File: src/rtl/dram_req_arbiter.sv
// Arbitrates N_CLIENTS req/ack clients onto one single-beat AXI master port.
// Define DRAM_ARB_RR_EN for round-robin arbitration; undefined gives fixed priority (lowest index wins).
module dram_req_arbiter #(
    parameter int N_CLIENTS = 2,
    parameter int ADDR_W    = 28,
    parameter int DATA_W    = 128
) (
    input  logic                          clk,
    input  logic                          rst,
    input  logic                          locked,
    input  logic [N_CLIENTS-1:0]          req,
    input  logic [N_CLIENTS-1:0]          we,
    input  logic [N_CLIENTS*ADDR_W-1:0]   addr,
    input  logic [N_CLIENTS*DATA_W-1:0]   wdata,
    input  logic [N_CLIENTS*DATA_W/8-1:0] wstrb,
    output logic [N_CLIENTS-1:0]          ack,
    output logic [DATA_W-1:0]             rdata,
    output logic                          err,
    output logic [2:0]                    dbg_state,

    output logic [3:0]                    m_axi_awid,
    output logic [ADDR_W-1:0]             m_axi_awaddr,
    output logic [7:0]                    m_axi_awlen,
    output logic [2:0]                    m_axi_awsize,
    output logic [1:0]                    m_axi_awburst,
    output logic                          m_axi_awlock,
    output logic [3:0]                    m_axi_awcache,
    output logic [2:0]                    m_axi_awprot,
    output logic [3:0]                    m_axi_awqos,
    output logic                          m_axi_awvalid,
    input  logic                          m_axi_awready,

    output logic [DATA_W-1:0]             m_axi_wdata,
    output logic [DATA_W/8-1:0]           m_axi_wstrb,
    output logic                          m_axi_wlast,
    output logic                          m_axi_wvalid,
    input  logic                          m_axi_wready,

    input  logic [3:0]                    m_axi_bid,
    input  logic [1:0]                    m_axi_bresp,
    input  logic                          m_axi_bvalid,
    output logic                          m_axi_bready,

    output logic [3:0]                    m_axi_arid,
    output logic [ADDR_W-1:0]             m_axi_araddr,
    output logic [7:0]                    m_axi_arlen,
    output logic [2:0]                    m_axi_arsize,
    output logic [1:0]                    m_axi_arburst,
    output logic                          m_axi_arlock,
    output logic [3:0]                    m_axi_arcache,
    output logic [2:0]                    m_axi_arprot,
    output logic [3:0]                    m_axi_arqos,
    output logic                          m_axi_arvalid,
    input  logic                          m_axi_arready,

    input  logic [3:0]                    m_axi_rid,
    input  logic [DATA_W-1:0]             m_axi_rdata,
    input  logic [1:0]                    m_axi_rresp,
    input  logic                          m_axi_rlast,
    input  logic                          m_axi_rvalid,
    output logic                          m_axi_rready
);

    localparam int IDX_W  = $clog2(N_CLIENTS);
    localparam int STRB_W = DATA_W / 8;

    typedef enum logic [2:0] {
        S_IDLE  = 3'd0,
        S_WR    = 3'd1,
        S_WRESP = 3'd2,
        S_RD    = 3'd3,
        S_RRESP = 3'd4,
        S_DONE  = 3'd5
    } state_t;

    state_t state_q, state_d;

    logic [IDX_W-1:0]  g_q;
    logic [ADDR_W-1:0] addr_q;
    logic [DATA_W-1:0] wdata_q;
    logic [STRB_W-1:0] wstrb_q;
    logic              aw_pend_q, w_pend_q;
    logic              err_q;
    logic [DATA_W-1:0] rdata_q;
    logic              cool_q;

    logic              grant;
    logic              grant_found;
    logic [IDX_W-1:0]  grant_idx;

    logic [ADDR_W-1:0] addr_a  [N_CLIENTS];
    logic [DATA_W-1:0] wdata_a [N_CLIENTS];
    logic [STRB_W-1:0] wstrb_a [N_CLIENTS];

    for (genvar i = 0; i < N_CLIENTS; i++) begin : g_unpack
        assign addr_a[i]  = addr[i*ADDR_W +: ADDR_W];
        assign wdata_a[i] = wdata[i*DATA_W +: DATA_W];
        assign wstrb_a[i] = wstrb[i*STRB_W +: STRB_W];
    end

    // Response ids are implied by the one-in-flight rule, so they are not checked.
    logic unused_ids;
    assign unused_ids = ^{m_axi_bid, m_axi_rid};

`ifdef DRAM_ARB_RR_EN
    logic [IDX_W-1:0] rr_ptr;

    always_ff @(posedge clk) begin
        if (rst) begin
            rr_ptr <= IDX_W'(N_CLIENTS - 1);
        end else if (grant) begin
            rr_ptr <= grant_idx;
        end
    end

    always_comb begin
        int               cand;
        logic [IDX_W-1:0] cidx;
        cand        = 0;
        cidx        = '0;
        grant_found = 1'b0;
        grant_idx   = '0;
        for (int k = 0; k < N_CLIENTS; k++) begin
            cand = int'(rr_ptr) + 1 + k;
            if (cand >= N_CLIENTS) begin
                cand = cand - N_CLIENTS;
            end
            cidx = IDX_W'(cand);
            if (!grant_found && req[cidx]) begin
                grant_found = 1'b1;
                grant_idx   = cidx;
            end
        end
    end
`else
    always_comb begin
        grant_found = 1'b0;
        grant_idx   = '0;
        for (int k = N_CLIENTS - 1; k >= 0; k--) begin
            if (req[IDX_W'(k)]) begin
                grant_found = 1'b1;
                grant_idx   = IDX_W'(k);
            end
        end
    end
`endif

    // cool_q holds off granting in the IDLE cycle right after DONE, so a client
    // that drops req in response to ack is never granted twice.
    always_comb begin
        state_d = state_q;
        grant   = 1'b0;
        case (state_q)
            S_IDLE: begin
                if (locked && grant_found && !cool_q) begin
                    grant   = 1'b1;
                    state_d = we[grant_idx] ? S_WR : S_RD;
                end
            end
            S_WR: begin
                if ((!aw_pend_q || m_axi_awready) && (!w_pend_q || m_axi_wready)) begin
                    state_d = S_WRESP;
                end
            end
            S_WRESP: if (m_axi_bvalid)  state_d = S_DONE;
            S_RD:    if (m_axi_arready) state_d = S_RRESP;
            S_RRESP: if (m_axi_rvalid)  state_d = S_DONE;
            S_DONE:  state_d = S_IDLE;
            default: state_d = S_IDLE;
        endcase
    end

    always_ff @(posedge clk) begin
        if (rst) begin
            state_q <= S_IDLE;
        end else begin
            state_q <= state_d;
        end
    end

    always_ff @(posedge clk) begin
        if (rst) begin
            g_q       <= '0;
            addr_q    <= '0;
            wdata_q   <= '0;
            wstrb_q   <= '0;
            aw_pend_q <= 1'b0;
            w_pend_q  <= 1'b0;
            err_q     <= 1'b0;
            rdata_q   <= '0;
            cool_q    <= 1'b0;
        end else begin
            cool_q <= (state_q == S_DONE);
            if (grant) begin
                g_q       <= grant_idx;
                addr_q    <= addr_a[grant_idx];
                wdata_q   <= wdata_a[grant_idx];
                wstrb_q   <= wstrb_a[grant_idx];
                aw_pend_q <= we[grant_idx];
                w_pend_q  <= we[grant_idx];
                err_q     <= 1'b0;
            end
            if (state_q == S_WR) begin
                if (m_axi_awready) aw_pend_q <= 1'b0;
                if (m_axi_wready)  w_pend_q  <= 1'b0;
            end
            if (state_q == S_WRESP && m_axi_bvalid) begin
                err_q <= (m_axi_bresp != 2'b00);
            end
            if (state_q == S_RRESP && m_axi_rvalid) begin
                rdata_q <= m_axi_rdata;
                err_q   <= (m_axi_rresp != 2'b00) | ~m_axi_rlast;
            end
        end
    end

    // Every channel transfers on an edge where valid && ready are both high;
    // valid is never withdrawn and its payload (latched *_q) never changes before that edge.
    assign m_axi_awvalid = (state_q == S_WR) && aw_pend_q;
    assign m_axi_wvalid  = (state_q == S_WR) && w_pend_q;
    assign m_axi_bready  = (state_q == S_WRESP);
    assign m_axi_arvalid = (state_q == S_RD);
    assign m_axi_rready  = (state_q == S_RRESP);

    assign m_axi_awid    = 4'(g_q);
    assign m_axi_awaddr  = addr_q;
    assign m_axi_awlen   = 8'd0;
    assign m_axi_awsize  = 3'b100;
    assign m_axi_awburst = 2'b01;
    assign m_axi_awlock  = 1'b0;
    assign m_axi_awcache = 4'd0;
    assign m_axi_awprot  = 3'd0;
    assign m_axi_awqos   = 4'd0;

    assign m_axi_wdata   = wdata_q;
    assign m_axi_wstrb   = wstrb_q;
    assign m_axi_wlast   = 1'b1;

    assign m_axi_arid    = 4'(g_q);
    assign m_axi_araddr  = addr_q;
    assign m_axi_arlen   = 8'd0;
    assign m_axi_arsize  = 3'b100;
    assign m_axi_arburst = 2'b01;
    assign m_axi_arlock  = 1'b0;
    assign m_axi_arcache = 4'd0;
    assign m_axi_arprot  = 3'd0;
    assign m_axi_arqos   = 4'd0;

    assign ack       = (state_q == S_DONE) ? (N_CLIENTS'(1) << g_q) : '0;
    assign err       = err_q && (state_q == S_DONE);
    assign rdata     = rdata_q;
    assign dbg_state = state_q;

endmodule

File: config.mk
export PLATFORM = sky130hd
export DESIGN_NAME = dram_req_arbiter
export DESIGN_NICKNAME = d
export VERILOG_FILES = /design/src/rtl/dram_req_arbiter.sv
export SDC_FILE = /design/constraint.sdc
export NUM_CORES = 1
export LEC_CHECK = 0
export BUFFER_PORTS_ARGS = -buffer_cell sky130_fd_sc_hd__buf_2
export CORE_AREA = 2 2 347 349
export CTS_CLUSTER_SIZE = 12
export DETAILED_ROUTE_END_ITERATION = 12
export DIE_AREA = 0 0 349 351
export GPL_ROUTABILITY_DRIVEN = 1
export MAX_ROUTING_LAYER = met4
export REMOVE_ABC_BUFFERS = 1
export SLEW_MARGIN = 10
export SYNTH_ARGS = -nofsm -noshare
export SYNTH_HDL_FRONTEND = slang
export SYNTH_SLANG_ARGS = --single-unit
File: constraint.sdc
create_clock -name clk -period 1.92 [get_ports clk]
set_input_delay 0.192 -clock clk [delete_from_list [all_inputs] [get_ports clk]]
set_output_delay 0.192 -clock clk [all_outputs]
set_load 0.1 [all_outputs]
Word-level counts from Yosys, hierarchy flattened:

Index checks and enable logic that the tools add are counted.

* register bits: 308
* latch bits: 0
* RAM bits: 0
* ROM bits: 0
* bits of input ports: 497
* output and inout port bits: 398
* word-level logic and storage cells: 76
* memories: 0

* add/subtract/negate cells: 0
* $mul: 0
* div/mod/pow operators: 0
* magnitude comparators: 2
* equality and inequality tests: 10
* shift-type cells: 1
* muxes and demuxes: 32
* bitwise gates (word level): 3
* reductions and logical operators: 18

Operator list (number)
* 128-bit two-way mux: 3
* 28-bit two-way mux: 3
* 16-bit two-way mux: 3
* 1-bit two-way mux: 15
* 3-bit two-way mux: 5
* 3-bit case mux with 5 select lines: 1
* 1-bit logical AND: 8
* 2-bit inequality test (second input constant): 4
* 3-bit by 2-bit equality test with 1-bit output (second input constant): 2
* 3-bit equality test (second input constant): 2
* 5-bit AND reduction: 1
* 2-bit two-way mux: 2
* 2-bit nonzero test: 2
* 3-bit by 1-bit equality test with 1-bit output (second input constant): 1
* 1-bit zero test: 3
* 3-bit zero test: 1
* 3-bit nonzero test: 1
* 2-bit >= comparator (second input constant): 1
* 1-bit logical OR: 2
* 1-bit by 2-bit less-than comparator with 1-bit output (second input constant): 1
* 2-bit by 1-bit inequality test with 1-bit output (second input constant): 1
* 1-bit NOT with 2-bit output: 1
* 1-bit by 1-bit << shifter with 2-bit output (first input constant): 1
* 1-bit NOT: 1
* 1-bit OR: 1

Longest topological paths before layout:

* depth after elaboration: 8
* mapped depth: 8
* depth with buffers taken out: 4

Worst setup path before layout:

Ideal clock, no wire load.

* path type: reg2out
* start: register state_q[2], in the netlist dbg_state[2]
* end: output port err
* arrival time: 3.008 ns
* slack: -1.280 ns
* stages on the path, launching flop included: 4
* buffers on the path: 1
* path through: dfxtp_1 clkbuf_1 and3b_1 and2_1

* word-level cells in the longest chain between the ends: 2

Ends and longest elaborated chain
* from (decl): line 76 `state_t state_q, state_d;`
* from (signal assigned): line 177 `state_q <= state_d;`
* 3-bit equality test: line 250 `assign err = err_q && (state_q == S_DONE);`
* 1-bit logical AND: line 250
* to (decl): line 18 `output logic err,`

Every way passes these cells.

Final worst setup path:

* start: register state_q[1], in the netlist dbg_state[1]
* end: output port err

The elaborated chain is that of the path after synthesis.

==> flow_summary.json <==
{
  "ios": 895,
  "grt-ovfl-total": 0,
  "row_count": 127,
  "globalplace.congestion": 0.806,
  "htree_num_levels": 2,
  "synth_cell_types": 30,
  "p_int_uw": 14800,
  "ys_seq_elements": 307,
  "power_switching_uw": 14200,
  "drc": 0,
  "ys.flop_type": "dfxtp_1",
  "p_sw_frac": 0.490,
  "seqCellArea_sq_um": 6160,
  "drtIter0Drc": 744,
  "grt_max_degree": 71,
  "fin_area_sq_um": 21000,
  "async_flop_share": 0,
  "rsz0062_at_grt": "yes",
  "dr_total_vias": 13105,
  "clock_skew_ns": 0.0205,
  "r2r-start": "dbg_state[1]$_SDFFE_PP0P_",
  "max_freq_mhz": 531,
  "wl_per_cell_microns": 18.2,
  "path_clk_slew_ns": 0.06,
  "min_period_ns": 1.88,
  "max-slew-margin-rel": 0.535,
  "hold_violations": 0,
  "ys_top_cells_by_area": "dfxtp_1, nand2_1, a21oi_1",
  "yosysMostFrequentCell": "nand2_1",
  "arrival_ns": 1.69,
  "synth_commonest_cells": "nand2_1, dfxtp_1, a21oi_1, buf_4, clkbuf_1",
  "seq_area_frac_synth": 0.537,
  "tritoncts": "done",
  "fillers": 13313,
  "postSynthCellCount": 1447,
  "place_area_sq_um": 16200,
  "cp.required_ns": 1.73,
  "crit_start": "dbg_state[1]$_SDFFE_PP0P_",
  "ant_nets": 0,
  "tightest_slew_ns": 0.702,
  "syn_to_final_growth_pct": 83.2,
  "initial_utilization": 0.0961,
  "cp_max_fo": 7,
  "grt_pass1_vias": 12729,
  "antenna_found_initial": 55,
  "core_sq_um": 119000,
  "die_height_microns": 351,
  "clock_latency_ns": 0.62,
  "clock_sinks": 307,
  "rr_worst_depth": 6,
  "cts_made_buffers": 43,
  "cap_viol_max_count": 0,
  "grt_pass1_wl_mm": 95.5,
  "dieArea_sq_um": 122000,
  "rrSetupSlack_ns": 0.13,
  "clockBufferDepth": 3,
  "ys_warn_count": 0,
  "pwr-share-comb": 0.439,
  "ir_drop_mv": 0.818,
  "multi_input_area_sq_um": 4320,
  "p_leak_uw": 0.00904,
  "drive_gt1_frac": 0.327,
  "port_buffers": 651,
  "r2r-end": "m_axi_araddr[18]$_SDFFE_PP0N_",
  "drv_slew": 0,
  "vias_per_cell": 3.30,
  "cts-root-buf": "clkbuf_16",
  "yosysTopAreaCellShare": 0.537,
  "outcome": "finished clean",
  "startpoint_type": "register",
  "seqPwrFrac": 0.264,
  "power_uw": 28900,
  "holdCritPathClass": "in -> reg",
  "wirelength_mm": 72.2,
  "fin_crit_sh": 0.981,
  "synth_largest_area_cell": "dfxtp_1",
  "synth-edff-count": 0,
  "grtUsageTotal": 0.115,
  "cp-end-kind": "output pin",
  "post-dp-hpwl_mm": 58.4,
  "path_class": "reg -> out",
  "final-setup-viol-count": 0,
  "syn_avg_cell_area_sq_um": 7.91,
  "die_x_microns": 349,
  "syn-cell-area_sq_um": 11400,
  "power_density_nw_per_um2": 1380,
  "nets": 2855,
  "clkPwrFrac": 0.297,
  "first_pass_iters": 5,
  "post-route-util": 0.176,
  "endpoint": "err"
}
[cells by family after synthesis]
group / share of synthesized area
buf+inv: 0.109
simple gates: 0.213
flops: 0.537
compound gates: 0.138
mux: 0.00186
other cells: 0.000656
[power by group through the flow]
stage / Sequential (uW) / Combinational (uW) / Clock (uW)
final: 7640 / 12700 / 8610
after global routing: 7740 / 13400 / 9190
after detailed placement: 7760 / 12100 / 0
after floorplan: 11000 / 1970 / 0
after global placement: 7720 / 12100 / 0
after CTS: 7640 / 12800 / 9010
[sequential cells by signal, summed over array words and instances (netlist names), 3 cells and up]
signal        count
m_axi_wdata     128
m_axi_araddr     28
dbg_state         3
m_axi_wstrb      16
rdata           128
[worst max-delay path, cell delays in order (launching register included)]
cell and delay, ns:
dfxtp_4 0.35, buf_6 0.13, and3b_2 0.28, and2_4 0.16, buf_12 0.16
[metrics by stage]
step	hold slack, ns	setup WS, ns	std cells	setup TNS [ns]
4_1_cts	0.000968	-0.0327	3936	-0.0420
3_5_place_dp	0.410	0.129	3548	0
2_1_floorplan	0.261	-11.92	1312	-2282.45
5_1_grt	0.0692	-0.0289	3961	-0.109
6_report	0.0620	0.0363	3966	0
3_3_place_gp	0.410	0.162	3548	0
[worst min path at each step]
stage / endpoint / depth (start not counted) / startpoint
finish: dbg_state[2]$_SDFFE_PP0P_ / 4 / m_axi_bvalid
global route: dbg_state[2]$_SDFFE_PP0P_ / 4 / m_axi_bvalid
CTS: dbg_state[2]$_SDFFE_PP0P_ / 4 / m_axi_bvalid
detailed placement: err_q$_SDFFE_PP0P_ / 2 / m_axi_rlast
global placement: err_q$_SDFFE_PP0P_ / 2 / m_axi_rlast
floorplan: m_axi_araddr[0]$_SDFFE_PP0N_ / 1 / rst
[metal layers]
metal | up-vias | global-route usage | part of all wire
li1 | 6344 | - | -
met2 | 653 | 0.188 | 0.47
met4 | 0 | 0.0422 | 0.041
met5 | - | - | 0
met3 | 154 | 0.0812 | 0.16
met1 | 5954 | 0.104 | 0.33
[cells in the final DEF, fill, tap and decap left out, drive strengths merged, types with 2 or more instances in the layout]
cell | Yosys | final
buf | 145 | 693
nand2 | 604 | 604
dlygate4sd3 | 0 | 308
dfxtp | 307 | 307
a21oi | 301 | 301
conb | 2 | 60
clkbuf | 48 | 57
diode | 0 | 28
clkinv | 0 | 7
nor2 | 6 | 6
clkinvlp | 0 | 5
bufinv | 0 | 5
and2 | 5 | 5
nor2b | 4 | 4
inv | 1 | 4
nand2b | 3 | 3
o21ai | 3 | 3
o211ai | 2 | 2
a221oi | 2 | 2
a311oi | 2 | 2
[layout make-up]
type	count	area share
diodes	28	0.00334
clock buffers	57	0.0592
clock inverters	20	0.0128
inverters	1	0.000179
multi-input cells	1004	0.206
flip-flops and latches	307	0.294
well taps	1548	0.0924
repair buffers	1001	0.332
[repair_timing]
action	in CTS	in global routing
hold buffers	308	0
resized for setup	25	5
endpoints found under the setup margin	8	36
buffers inserted	3	2
pin swaps	2	2
hold endpoints to repair	304	0
cloned	0	0
No activity file was read; power rests on OpenSTA's default activity.
